<file path="src/rtl/led_status_ctrl.sv">
// Front-panel status LED controller: debounced fault pins, critical-fault latch,
// identify timer and a lamp-test sequencer that overrides the normal LED selection.
module led_status_ctrl #(
    parameter int DEBOUNCE_CYC = 16,
    parameter int ID_TIMEOUT   = 60,
    parameter int LAMP_CYC     = 25000000,
    parameter bit ACTIVE_LOW   = 1'b1
) (
    input  logic SYSCLK,
    input  logic RESET,
    input  logic CLK_1HZ,
    input  logic CLK_2HZ,
    input  logic CLK_4HZ,
    input  logic CLK_4HZ_3500MS,
    input  logic CLK_07S,
    input  logic POWER_GOOD,
    input  logic FAULT_CRIT_N,
    input  logic FAULT_WARN_N,
    input  logic CLR_FAULT,
    input  logic ID_REQ,
    input  logic LAMP_TEST,
    output logic LED_AMBER,
    output logic LED_GREEN,
    output logic LED_BLUE,
    output logic FAULT_LATCHED,
    output logic LAMP_BUSY
);

    localparam int          DEB_LAST_I  = DEBOUNCE_CYC - 1;
    localparam logic [15:0] DEB_LAST    = DEB_LAST_I[15:0];
    localparam int          ID_LAST_I   = (ID_TIMEOUT == 0) ? 0 : ID_TIMEOUT - 1;
    localparam logic [7:0]  ID_LAST     = ID_LAST_I[7:0];
    localparam int          LAMP_LAST_I = LAMP_CYC - 1;
    localparam logic [24:0] LAMP_LAST   = LAMP_LAST_I[24:0];

    typedef enum logic [2:0] {
        LAMP_IDLE,
        LAMP_ALL_ON,
        LAMP_AMBER,
        LAMP_GREEN,
        LAMP_BLUE
    } lamp_state_t;

    // Bit 0 carries the critical pin, bit 1 the warning pin.
    logic [1:0]  r_syncA;
    logic [1:0]  r_syncB;
    logic [1:0]  r_deb;
    logic [15:0] r_debCnt [2];
    logic [1:0]  w_raw;
    logic [1:0]  w_debNext;

    logic        r_faultLatched;
    logic        r_idReqD;
    logic        r_clk1hzD;
    logic        r_idActive;
    logic [7:0]  r_idCnt;
    logic        w_idRise;
    logic        w_1hzRise;
    logic        w_idTimeout;

    lamp_state_t r_lampState;
    lamp_state_t w_lampNext;
    logic [24:0] r_lampCnt;
    logic [24:0] w_lampCntNext;

    logic        r_ledAmber;
    logic        r_ledGreen;
    logic        r_ledBlue;
    logic        w_amber;
    logic        w_green;
    logic        w_blue;

    assign w_raw = ~r_syncB;

    always_comb begin
        w_debNext = r_deb;
        for (int i = 0; i < 2; i++) begin
            if (w_raw[i] != r_deb[i] && r_debCnt[i] == DEB_LAST) begin
                w_debNext[i] = w_raw[i];
            end
        end
    end

    always_ff @(posedge SYSCLK) begin
        if (RESET) begin
            r_syncA <= 2'b11;
            r_syncB <= 2'b11;
            r_deb   <= 2'b00;
            for (int i = 0; i < 2; i++) begin
                r_debCnt[i] <= '0;
            end
        end else begin
            r_syncA <= {FAULT_WARN_N, FAULT_CRIT_N};
            r_syncB <= r_syncA;
            r_deb   <= w_debNext;
            for (int i = 0; i < 2; i++) begin
                if (w_raw[i] == r_deb[i] || r_debCnt[i] == DEB_LAST) begin
                    r_debCnt[i] <= '0;
                end else begin
                    r_debCnt[i] <= r_debCnt[i] + 16'd1;
                end
            end
        end
    end

    // Latch on the freshly accepted level so it rises in the same cycle as the debounce.
    always_ff @(posedge SYSCLK) begin
        if (RESET) begin
            r_faultLatched <= 1'b0;
        end else if (w_debNext[0]) begin
            r_faultLatched <= 1'b1;
        end else if (CLR_FAULT && !r_deb[0]) begin
            r_faultLatched <= 1'b0;
        end
    end

    assign w_idRise    = ID_REQ & ~r_idReqD;
    assign w_1hzRise   = CLK_1HZ & ~r_clk1hzD;
    assign w_idTimeout = (ID_TIMEOUT != 0) && r_idActive && w_1hzRise && (r_idCnt == ID_LAST);

    always_ff @(posedge SYSCLK) begin
        if (RESET) begin
            r_idReqD   <= 1'b0;
            r_clk1hzD  <= 1'b0;
            r_idActive <= 1'b0;
            r_idCnt    <= '0;
        end else begin
            r_idReqD  <= ID_REQ;
            r_clk1hzD <= CLK_1HZ;
            if (w_idTimeout) begin
                r_idActive <= 1'b0;
                r_idCnt    <= '0;
            end else if (w_idRise) begin
                r_idActive <= ~r_idActive;
                r_idCnt    <= '0;
            end else if (r_idActive && w_1hzRise) begin
                r_idCnt <= r_idCnt + 8'd1;
            end
        end
    end

    always_ff @(posedge SYSCLK) begin
        if (RESET) begin
            r_lampState <= LAMP_IDLE;
            r_lampCnt   <= '0;
        end else begin
            r_lampState <= w_lampNext;
            r_lampCnt   <= w_lampCntNext;
        end
    end

    always_comb begin
        w_lampNext    = r_lampState;
        w_lampCntNext = '0;
        if (r_lampState == LAMP_IDLE) begin
            if (LAMP_TEST) begin
                w_lampNext = LAMP_ALL_ON;
            end
        end else if (r_lampCnt == LAMP_LAST) begin
            case (r_lampState)
                LAMP_ALL_ON: w_lampNext = LAMP_AMBER;
                LAMP_AMBER:  w_lampNext = LAMP_GREEN;
                LAMP_GREEN:  w_lampNext = LAMP_BLUE;
                default:     w_lampNext = LAMP_IDLE;
            endcase
        end else begin
            w_lampCntNext = r_lampCnt + 25'd1;
        end
    end

    always_comb begin
        w_amber = 1'b0;
        w_green = 1'b0;
        w_blue  = 1'b0;
        case (r_lampState)
            LAMP_ALL_ON: begin
                w_amber = 1'b1;
                w_green = 1'b1;
                w_blue  = 1'b1;
            end
            LAMP_AMBER: w_amber = 1'b1;
            LAMP_GREEN: w_green = 1'b1;
            LAMP_BLUE:  w_blue  = 1'b1;
            default: begin
                if (r_faultLatched) begin
                    w_amber = CLK_4HZ;
                end else if (r_deb[1]) begin
                    w_amber = CLK_4HZ_3500MS;
                end else if (!POWER_GOOD) begin
                    w_green = CLK_07S;
                end else begin
                    w_green = 1'b1;
                end
                w_blue = r_idActive & CLK_2HZ;
            end
        endcase
    end

    always_ff @(posedge SYSCLK) begin
        if (RESET) begin
            r_ledAmber <= ACTIVE_LOW;
            r_ledGreen <= ACTIVE_LOW;
            r_ledBlue  <= ACTIVE_LOW;
        end else begin
            r_ledAmber <= w_amber ^ ACTIVE_LOW;
            r_ledGreen <= w_green ^ ACTIVE_LOW;
            r_ledBlue  <= w_blue ^ ACTIVE_LOW;
        end
    end

    assign LED_AMBER     = r_ledAmber;
    assign LED_GREEN     = r_ledGreen;
    assign LED_BLUE      = r_ledBlue;
    assign FAULT_LATCHED = r_faultLatched;
    assign LAMP_BUSY     = (r_lampState != LAMP_IDLE);

endmodule

</file>
<file path="config.mk">
export PLATFORM = sky130hd
export DESIGN_NAME = led_status_ctrl
export DESIGN_NICKNAME = d
export VERILOG_FILES = /design/src/rtl/led_status_ctrl.sv
export SDC_FILE = /design/constraint.sdc
export NUM_CORES = 1
export LEC_CHECK = 0
export CORE_ASPECT_RATIO = 1.25
export CORE_MARGIN = 2
export CORE_UTILIZATION = 63
export CTS_CLUSTER_SIZE = 25
export DETAILED_ROUTE_END_ITERATION = 10
export DONT_BUFFER_PORTS = 1
export GPL_ROUTABILITY_DRIVEN = 0
export PLACE_DENSITY = 0.84
export SLEW_MARGIN = 20
export SYNTH_ARGS = -nofsm -noshare
export SYNTH_HDL_FRONTEND = slang
export SYNTH_SLANG_ARGS = --single-unit
</file>
<file path="constraint.sdc">
create_clock -name SYSCLK -period 2.8 [get_ports SYSCLK]
set_input_delay 0.56 -clock SYSCLK [delete_from_list [all_inputs] [get_ports SYSCLK]]
set_output_delay 0.56 -clock SYSCLK [all_outputs]
set_load 0.02 [all_outputs]
</file>
==> results of run 1 <==
cells by family (layout without fill, tap and decap cells):
group | Yosys count | in the layout | share of synthesized area
AO/OA/AOI/OAI | 51 | 51 | 0.0751
XOR/XNOR | 46 | 46 | 0.104
adder cells (fa/ha/maj) | 4 | 4 | 0.0129
buffers and inverters | 24 | 26 | 0.0243
flip-flops | 81 | 81 | 0.502
multiplexers | 2 | 2 | 0.00518
other | 1 | 32 | 0.000970
AND/OR/NAND/NOR | 201 | 201 | 0.275
registers in the layout, indices dropped and copies added, names as in the netlist, 2 cells and up:
register	cells
r_lampCnt	25
r_debCnt	32
r_lampState	3
r_syncA	2
r_idCnt	8
r_syncB	2
r_deb	2
final cells by class:
cell class | instances | area (um^2) | share of cell area
Multi-Input combinational cell | 336 | 1950 | 0.462
Clock buffer | 9 | 124 | 0.0294
Tap cell | 82 | 103 | 0.0243
Timing Repair Buffer | 1 | 7.51 | 0.00178
Inverter | 9 | 33.8 | 0.00801
Sequential cell | 81 | 1940 | 0.461
Clock inverter | 7 | 60.1 | 0.0142
worst min path at each step:
stage,from,endpoint,slack (ns)
floorplan,r_syncA[0],r_syncB[0],0.39
global placement,r_syncA[0],r_syncB[0],0.39
detailed placement,r_syncA[0],r_syncB[0],0.40
CTS,RESET,FAULT_LATCHED,0.25
global route,RESET,r_deb[0],0.24
finish,RESET,r_idReqD,0.26
per-stage QoR:
step           power, mW  area (um^2)  utilization
2_1_floorplan       1.39         3980            -
3_5_place_dp        1.41         4030        0.688
6_report            2.18         4220        0.720
5_1_grt             2.26         4220        0.720
3_3_place_gp        1.40         4030        0.688
4_1_cts             2.20         4220        0.720
power breakdown:
part | internal, mW | switching (mW)
clock | 0.337 | 0.462
sequential | 1.26 | 0.0390
combinational | 0.0363 | 0.0509
layout by cell type, fill, tap and decap left out, types with 11 or more instances in the layout:
| cell | instances |
|---|---|
| sky130_fd_sc_hd__nor2_1 | 59 |
| sky130_fd_sc_hd__dfxtp_1 | 49 |
| sky130_fd_sc_hd__edfxtp_1 | 32 |
| sky130_fd_sc_hd__conb_1 | 32 |
| sky130_fd_sc_hd__xnor2_1 | 27 |
| sky130_fd_sc_hd__nand2_1 | 22 |
| sky130_fd_sc_hd__a21oi_1 | 22 |
| sky130_fd_sc_hd__nand4_1 | 19 |
| sky130_fd_sc_hd__nand3_1 | 19 |
| sky130_fd_sc_hd__xor2_1 | 19 |
| sky130_fd_sc_hd__o21ai_0 | 15 |
| sky130_fd_sc_hd__nor4_1 | 14 |
| sky130_fd_sc_hd__or3_1 | 12 |
| sky130_fd_sc_hd__and3_1 | 12 |
| sky130_fd_sc_hd__or4_1 | 11 |
per-layer routing:
metal | vias to the layer above | share of wire | wire length, um
met4 | 0 | 0.017 | 112
met1 | 1362 | 0.44 | 2980
met3 | 10 | 0.037 | 250
met5 | - | 0 | 0
li1 | 1506 | - | -
met2 | 55 | 0.50 | 3390
==> impl_summary.txt, run 1 <==
----------------------------------------------------
[GRT]
  GR Util met2 ... 0.377
  Overall overflow remaining after global route ... 0
  Combined global-route utilization of all metal layers ... 0.221
  Antenna violations before repair ... 0
  Largest net degree at the start of global routing ... 26
  Vias in the first global route ... 2819
  Global routing's busiest layer ... met2
  Met1 routing resource usage after global routing ... 0.263
  Met3 usage ... 0.0477
  Global-route wire length before repair ... 11800 um

[Route]
  Post-route DRC violation count ... 0
  Via/cell ratio ... 5.59
  First-pass DRT Iterations ... 5
  Vias after detailed routing ... 2933
  Routed WL ... 6730 um
  Average routed wire per standard cell ... 12.8 um
  Initial drt markers ... 137
  DRT antenna net count ... 0

[Cells and area]
  Share of post-route cells with drive strength above 1 ... 0.0564
  Net count, final ... 455
  Fillcell total ... 438
  Layout-stage area growth over the synthesis result ... 9.06%
  Antenna diode instance count ... 0
  Post-route insts no fill ... 525

[Worst hold path]
  Hold Path Depth ... 1
  Worst Hold Class ... primary input to register

[Timing]
  Final critical-path setup slack ... 0.638 ns
  Final Hold Vio Count ... 0
  Maximum frequency from static timing analysis ... 463 MHz
  Final Slew Violations ... 0
  Final period util ... 0.772
  WHS ... 0.258 ns
  Total negative slack for setup checks ... 0 ns
  Unrepaired setup endpoints after global routing ... false
  Final critical-path required period ... 2.16 ns
  Total of endpoints with negative setup slack in the final report ... 0
  Largest clock skew in the final design ... 0.0116 ns

[Clock network]
  CTS tree ... done
  Hold buffer count at cts ... 0
  Clock transition at the registers of the reported paths ... 0.10 ns
  Clock latency of the later-clocked register in the worst-skew pair ... 0.36 ns
  Clock Sink Count ... 81
  Master cell of the clock root buffer ... sky130_fd_sc_hd__clkbuf_8
  Total of cells resized after clock tree synthesis ... 0
  Clock tree buffer depth ... 2
  # Post-CTS Setup Buffers ... 0
  H-tree levels ... 3
  TritonCTS Buffers ... 9

[Yosys]
  Yosys warnings ... 0
  Number of enable-type register cells in the synthesized netlist ... 32
  Cell with the most instances after synthesis ... sky130_fd_sc_hd__nor2_1
  Async S/R FF share, synth ... 0
  Post-synth cell types ... 40
  Number of instances in the synthesized netlist ... 410
  Sequential fraction of the synthesis area ... 0.502
  Top cell type by total area after synthesis ... sky130_fd_sc_hd__dfxtp_1
  Post-Synthesis Mean Instance Area ... 9.43 um^2
  Flop and latch count out of synthesis ... 81
  Cell types occupying the most area after synthesis ... sky130_fd_sc_hd__dfxtp_1 25%, sky130_fd_sc_hd__edfxtp_1 25%, sky130_fd_sc_hd__xnor2_1 6.1%
  Area share of the largest cell type after synthesis ... 0.254
  Synth top cells by count ... 59 x sky130_fd_sc_hd__nor2_1, 49 x sky130_fd_sc_hd__dfxtp_1, 32 x sky130_fd_sc_hd__edfxtp_1
  Cell area after technology mapping ... 0.00386 mm^2
  Most used flip-flop cell after synthesis ... sky130_fd_sc_hd__dfxtp_1

[Worst setup path]
  Data arrival at the endpoint of the critical path ... 2.45 ns
  Delay of the slowest cell on the worst path ... 0.63 ns
  Worst setup startpoint ... r_lampCnt[0]
  Register-to-register path setup slack ... 0.64 ns
  Family with the most delay on the worst path ... simple AND/OR/NAND/NOR gates
  Ordered list of cells on the worst path ... ha_1 > nand2_1 > or4_1 > or4_1 > a31oi_1
  Worst path buffer plus inverter count ... 0
  Element type at the critical path start ... register
  Capture point of the worst path ... r_lampState[1]
  Number of cells on the worst reg-to-reg path ... 5
  Worst reg2reg path endpoint ... r_lampState[1]
  CP max FO ... 7
  Worst EP required ... 3.08 ns
  Cell with the largest stage delay on the worst path ... sky130_fd_sc_hd__or4_1
  Setup crit end kind ... register
  Most used cell along the critical path ... sky130_fd_sc_hd__or4_1
  Beginning of the worst register-to-register path ... r_lampCnt[0]
  Count of cell instances traversed by the critical path ... 5
  Start-to-end type of the worst setup path ... register to register

[Floorplan]
  Core ar. ... 0.00586 mm^2
  Count of pins on the block boundary ... 18
  Initial Util ... 0.660
  Vertical die dimension ... 91.6 um
  Die Width ... 74.1 um
  Total die area ... 0.00678 mm^2
  Number of placement rows ... 31

[Place]
  Port Buffer Count ... 0
  Placement-stage worst setup slack ... 0.675 ns
  Final HPWL from detailed placement ... 4790 um
  Cell count after placement ... 509

[Run status]
  Result of the run ... finished, final reports clean

[Power and ir drop]
  Power density normalized to cell area ... 518 mW/mm^2
  VDD IR max ... 0.430 mV
  Pleak ... 1.39 nW

[Job]
  Max-capacitance violation count ... 0

----------------------------------------------------
No activity file was read; power rests on OpenSTA's default activity.
==> inputs of run 2 (changes only) <==
Clock period 2.8 ns to 2.15 ns, I/O delays scaled along.
==> run 2 against run 1 <==
- sequential power grew 30%
- worst hold slack lost 0.12 ns
- cell count grew 0.19%
- cell area grew 0.71%
- die area is the same
- combinational power grew 31%
- setup slack lost 0.51 ns
- clock skew is essentially flat
- critical path type unchanged
==> impl_summary.txt, run 2 (same netlist as run 1, synthesis figures left out) <==
----------------------------------------------------
[Run status]
  Result of the run ... finished, final reports clean

[Floorplan]
  Number of placement rows ... 31 (unchanged)
  Initial Util ... 0.660 (unchanged)
  Core ar. ... 0.00586 mm^2 (unchanged)
  Total die area ... 0.00678 mm^2 (unchanged)
  Count of pins on the block boundary ... 18 (unchanged)
  Vertical die dimension ... 91.6 um (unchanged)
  Die Width ... 74.1 um (unchanged)

[Place]
  Port Buffer Count ... 0 (unchanged)
  Final HPWL from detailed placement ... 4760 um (-0.53%)
  Cell count after placement ... 510 (+0.20%)

[Clock network]
  Master cell of the clock root buffer ... sky130_fd_sc_hd__clkbuf_8
  Hold buffer count at cts ... 0 (unchanged)
  Clock transition at the registers of the reported paths ... 0.08 ns (-0.02 ns)
  Clock latency of the later-clocked register in the worst-skew pair ... 0.35 ns (about the same)
  TritonCTS Buffers ... 9 (unchanged)
  H-tree levels ... 3 (unchanged)
  CTS tree ... done
  Clock Sink Count ... 81 (unchanged)
  Clock tree buffer depth ... 2 (unchanged)

[Timing]
  Unrepaired setup endpoints after global routing ... false
  Largest clock skew in the final design ... 0.0112 ns (-0.000400 ns)
  Total negative slack for setup checks ... 0 ns (unchanged)
  Final Hold Vio Count ... 0 (unchanged)
  Final period util ... 0.940 (+0.167)
  Final critical-path required period ... 2.02 ns (-0.142 ns)
  Final Slew Violations ... 0 (unchanged)
  Maximum frequency from static timing analysis ... 495 MHz (+7.0%)
  Total of endpoints with negative setup slack in the final report ... 0 (unchanged)

[Route]
  Vias after detailed routing ... 2913 (-0.68%)
  First-pass DRT Iterations ... 4 (-1)
  Routed WL ... 6720 um (-0.16%)
  Via/cell ratio ... 5.54 (-0.87%)
  DRT antenna net count ... 0 (unchanged)
  Post-route DRC violation count ... 0 (unchanged)
  Average routed wire per standard cell ... 12.8 um (-0.35%)
  Initial drt markers ... 136 (-0.73%)

[Cells and area]
  Largest Register ... r_debCnt
  Layout-stage area growth over the synthesis result ... 9.84%
  Post-route insts no fill ... 526 (+0.19%)
  Leading registers by flop count ... r_debCnt x32, r_lampCnt x25, r_idCnt x8
  Antenna diode instance count ... 0 (unchanged)
  Net count, final ... 456 (+0.22%)
  Share of post-route cells with drive strength above 1 ... 0.0676 (+0.0111)
  Most common cell after layout, fill and taps aside ... sky130_fd_sc_hd__nor2_1
  Commonest cells after routing, fill and taps aside ... 59 x sky130_fd_sc_hd__nor2_1, 48 x sky130_fd_sc_hd__dfxtp_1, 32 x sky130_fd_sc_hd__edfxtp_1, 32 x sky130_fd_sc_hd__conb_1, 27 x sky130_fd_sc_hd__xnor2_1
  Max FFs per register ... 32 (unchanged)

[GRT]
  Global-route wire length before repair ... 11800 um (+0.35%)
  Largest net degree at the start of global routing ... 26 (unchanged)
  Overall overflow remaining after global route ... 0 (unchanged)
  Vias in the first global route ... 2801 (-0.64%)
  Combined global-route utilization of all metal layers ... 0.219 (-0.00177)
  Antenna violations before repair ... 0 (unchanged)

[Worst setup path]
  Worst EP required ... 2.43 ns (-0.65 ns)
  Setup crit end kind ... register
  CP max FO ... 7 (unchanged)
  Data arrival at the endpoint of the critical path ... 2.30 ns (-0.15 ns)
  Start-to-end type of the worst setup path ... register to register
  Register-to-register path setup slack ... 0.13 ns (-0.51 ns)
  Element type at the critical path start ... register

[Job]
  Max-capacitance violation count ... 0 (unchanged)

[Power and ir drop]
  Register share of total power ... 0.583 (-0.011)
  Net load switching power ... 0.673 mW (+22%)
  VDD IR max ... 0.553 mV (+29%)
  Total internal power ... 2.22 mW (+36%)
  Fraction of power spent switching nets ... 0.233 (-0.0203)
  Power density normalized to cell area ... 681 mW/mm^2 (+32%)
  Logic gate share of total power ... 0.039 (about the same)
  Pleak ... 1.41 nW (+1.3%)
  Clock network fraction of design power ... 0.378 (+0.012)

[Worst hold path]
  Worst Hold Class ... primary input to register

----------------------------------------------------
run 2: worst max-delay path: stages (launching register included):
cell and delay [ns]:
sky130_fd_sc_hd__dfxtp_1 0.37, sky130_fd_sc_hd__ha_1 0.22, sky130_fd_sc_hd__nand2_1 0.14, sky130_fd_sc_hd__or4_4 0.58, sky130_fd_sc_hd__or4_1 0.49, sky130_fd_sc_hd__a31oi_1 0.16
run 2: stage by stage:
stage	instance area, um^2	util	setup slack (ns)	total power, mW	hold WS (ns)
floorplan	3980	-	0.173	1.81	0.389
global placement	4040	0.690	0.129	1.83	0.391
detailed placement	4040	0.690	0.0407	1.83	0.394
CTS	4230	0.723	0.0206	2.91	0.127
global route	4250	0.725	0.0255	2.99	0.123
finish	4250	0.725	0.130	2.89	0.141
run 2: power by group through the flow:
stage	clock [mW]	sequential (mW)	combinational (mW)
after floorplan	0	1.71	0.104
after global placement	0	1.72	0.109
after detailed placement	0	1.72	0.112
after CTS	1.11	1.69	0.113
after global routing	1.16	1.69	0.131
final	1.09	1.69	0.114
run 2: final timing paths:
kind | startpoint | end | depth (start not counted)
max reg2reg | r_lampCnt[1] | r_lampState[1] | 5
min reg2reg | r_syncA[0] | r_syncB[0] | 1
min | RESET | r_lampState[1] | 1
max | r_lampCnt[1] | r_lampState[1] | 5
run 2: cell type report:
type                            count  area [um^2]
Tap cell                           82          103
Clock buffer                        9          124
Fill cell                         437         1610
Clock inverter                      7         70.1
Sequential cell                    81         1940
Timing Repair Buffer                2         15.0
Multi-Input combinational cell    336         1960
Inverter                            9         33.8
run 2: repair_timing:
action,4_1_cts,5_1_grt
setup endpoints to repair,0,10
setup buffers,0,0
gates resized for setup,0,4
run 2: per-layer routing:
layer  global-route usage  part of all wire
met3               0.0455             0.032
met2                0.374              0.51
met1                0.258              0.45
met5                    0                 0
met4               0.0955             0.011
==> inputs of run 3 (changes only) <==
Settings changed: MAX_ROUTING_LAYER set to met4.
==> run 3 against run 2 <==
- sequential share of layout area unchanged
- first-iteration DRC count shrank 11%
- cell count did not move
- wire length fell by 0.34%
- core utilization is the same
- worst hold slack worse by 0.0045 ns
- sequential power is essentially flat
- global-route usage up 0.55 points
- via count about the same
- non-clock buffer count is the same
- combinational power about the same
- critical endpoint unchanged
==> impl_summary.txt, run 3 (same netlist as run 1, synthesis figures left out) <==
----------------------------------------------------
[GRT]
  Vias in the first global route ... 2799 (-0.071%)
  Met1 routing resource usage after global routing ... 0.256 (-0.00217)
  GR Util met2 ... 0.375 (+0.000744)
  Combined global-route utilization of all metal layers ... 0.224 (+0.00550)
  Global routing's busiest layer ... met2
  Overall overflow remaining after global route ... 0 (unchanged)
  Antenna violations before repair ... 0 (unchanged)
  Largest net degree at the start of global routing ... 26 (unchanged)
  Global-route wire length before repair ... 11800 um (-0.17%)
  Met3 usage ... 0.0455 (unchanged)

[Floorplan]
  Vertical die dimension ... 91.6 um (unchanged)
  Die Width ... 74.1 um (unchanged)
  Total die area ... 0.00678 mm^2 (unchanged)
  Count of pins on the block boundary ... 18 (unchanged)
  Core ar. ... 0.00586 mm^2 (unchanged)
  Number of placement rows ... 31 (unchanged)
  Initial Util ... 0.660 (unchanged)

[Clock network]
  H-tree levels ... 3 (unchanged)
  Clock latency of the later-clocked register in the worst-skew pair ... 0.35 ns (about the same)
  Hold buffer count at cts ... 0 (unchanged)
  # Post-CTS Setup Buffers ... 0 (unchanged)
  Clock transition at the registers of the reported paths ... 0.08 ns (about the same)
  Master cell of the clock root buffer ... sky130_fd_sc_hd__clkbuf_8
  Clock Sink Count ... 81 (unchanged)
  CTS tree ... done
  Clock tree buffer depth ... 2 (unchanged)
  TritonCTS Buffers ... 9 (unchanged)

[Route]
  Vias after detailed routing ... 2911 (-0.069%)
  First-pass DRT Iterations ... 4 (unchanged)
  Via/cell ratio ... 5.53 (about the same)
  Routed WL ... 6690 um (-0.34%)
  Initial drt markers ... 121 (-11%)
  Average routed wire per standard cell ... 12.7 um (-0.34%)
  DRT antenna net count ... 0 (unchanged)
  Post-route DRC violation count ... 0 (unchanged)

[Timing]
  Final Slew Violations ... 0 (unchanged)
  Largest clock skew in the final design ... 0.0101 ns (-0.00113 ns)
  Final critical-path required period ... 2.02 ns (+0.000558 ns)
  Total of endpoints with negative setup slack in the final report ... 0 (unchanged)
  WHS ... 0.136 ns (-0.00453 ns)
  Total negative slack for setup checks ... 0 ns (unchanged)
  Maximum frequency from static timing analysis ... 495 MHz (about the same)
  Final Hold Vio Count ... 0 (unchanged)
  Final period util ... 0.940 (about the same)
  Unrepaired setup endpoints after global routing ... false

[Worst setup path]
  Ordered list of cells on the worst path ... ha_1 > nand2_1 > or4_4 > or4_1 > a31oi_1
  Worst EP required ... 2.43 ns (about the same)
  Start-to-end type of the worst setup path ... register to register
  Data arrival at the endpoint of the critical path ... 2.30 ns (about the same)
  Delay of the slowest cell on the worst path ... 0.58 ns (about the same)
  CP max FO ... 7 (unchanged)
  Cell with the largest stage delay on the worst path ... sky130_fd_sc_hd__or4_4
  Setup crit end kind ... register
  Element type at the critical path start ... register
  Worst path buffer plus inverter count ... 0 (unchanged)
  Family with the most delay on the worst path ... simple AND/OR/NAND/NOR gates

[Cells and area]
  Antenna diode instance count ... 0 (unchanged)
  Commonest cells after routing, fill and taps aside ... 59 x sky130_fd_sc_hd__nor2_1, 48 x sky130_fd_sc_hd__dfxtp_1, 32 x sky130_fd_sc_hd__edfxtp_1, 32 x sky130_fd_sc_hd__conb_1, 27 x sky130_fd_sc_hd__xnor2_1
  Largest Register ... r_debCnt
  Post-Route Utilization ... 0.725 (unchanged)
  Leading registers by flop count ... r_debCnt x32, r_lampCnt x25, r_idCnt x8
  Final instance area ... 0.00425 mm^2 (unchanged)
  Net count, final ... 456 (unchanged)
  Fillcell total ... 437 (unchanged)
  Layout-stage area growth over the synthesis result ... 9.84% (unchanged)
  Most common cell after layout, fill and taps aside ... sky130_fd_sc_hd__nor2_1
  Max FFs per register ... 32 (unchanged)
  Share of post-route cells with drive strength above 1 ... 0.0676 (unchanged)

[Power and ir drop]
  VDD IR max ... 0.553 mV (about the same)
  Total internal power ... 2.22 mW (about the same)
  Pleak ... 1.41 nW (unchanged)
  Net load switching power ... 0.670 mW (-0.35%)
  Logic gate share of total power ... 0.039 (about the same)
  Fraction of power spent switching nets ... 0.232 (-0.000602)
  Register share of total power ... 0.584 (about the same)
  Post-route total power ... 2.89 mW (about the same)
  Clock network fraction of design power ... 0.377 (about the same)
  Power density normalized to cell area ... 681 mW/mm^2 (about the same)

[Place]
  Final HPWL from detailed placement ... 4760 um (unchanged)
  Port Buffer Count ... 0 (unchanged)
  Instance area at placement ... 0.00404 mm^2 (unchanged)

[Run status]
  Result of the run ... finished, final reports clean

[Job]
  Max-capacitance violation count ... 0 (unchanged)

[Worst hold path]
  Worst Hold Class ... primary input to register

----------------------------------------------------
## run 3: cell counts in the layout (fill, tap and decap cells not counted)
Identical to the previous run, type by type.
## run 3: routing by layer
layer  wire (um)  part of all wire  vias up
li1            -                 -     1507
met1        2980              0.45     1362
met2        3410              0.51       33
met3         222             0.033        9
met4          81             0.012        0
met5           0                 0        -
## run 3: timing repair
action,CTS,global route
resized for setup,0,4
endpoints found under the setup margin,0,10
hold endpoints to repair,0,0
## run 3: power by group through the flow
stage | Combinational (mW) | Clock, mW | Sequential (mW)
floorplan | 0.104 | 0 | 1.71
global placement | 0.109 | 0 | 1.72
detailed placement | 0.112 | 0 | 1.72
CTS | 0.113 | 1.11 | 1.69
global route | 0.131 | 1.16 | 1.69
finish | 0.114 | 1.09 | 1.69
## run 3: final timing paths
kind | from | end | slack (ns) | cells past startpoint
min | RESET | r_lampState[1] | 0.14 | 1
max reg2reg | r_lampCnt[1] | r_lampState[1] | 0.13 | 5
max | r_lampCnt[1] | r_lampState[1] | 0.13 | 5
min reg2reg | r_syncA[0] | r_syncB[0] | 0.41 | 1
## run 3: layout make-up
type / count / area (um^2) / share of cell area
Clock inverter: 7 / 70.1 / 0.0165
Clock buffer: 9 / 124 / 0.0292
Timing Repair Buffer: 2 / 15.0 / 0.00354
Sequential cell: 81 / 1940 / 0.458
Inverter: 9 / 33.8 / 0.00796
Multi-Input combinational cell: 336 / 1960 / 0.461
Tap cell: 82 / 103 / 0.0242
## run 3: metrics by stage
stage                     setup WS, ns  std cells
after floorplan                  0.173        441
after global placement           0.129        510
final                            0.129        526
after global routing            0.0255        526
after CTS                       0.0206        526
after detailed placement        0.0407        510
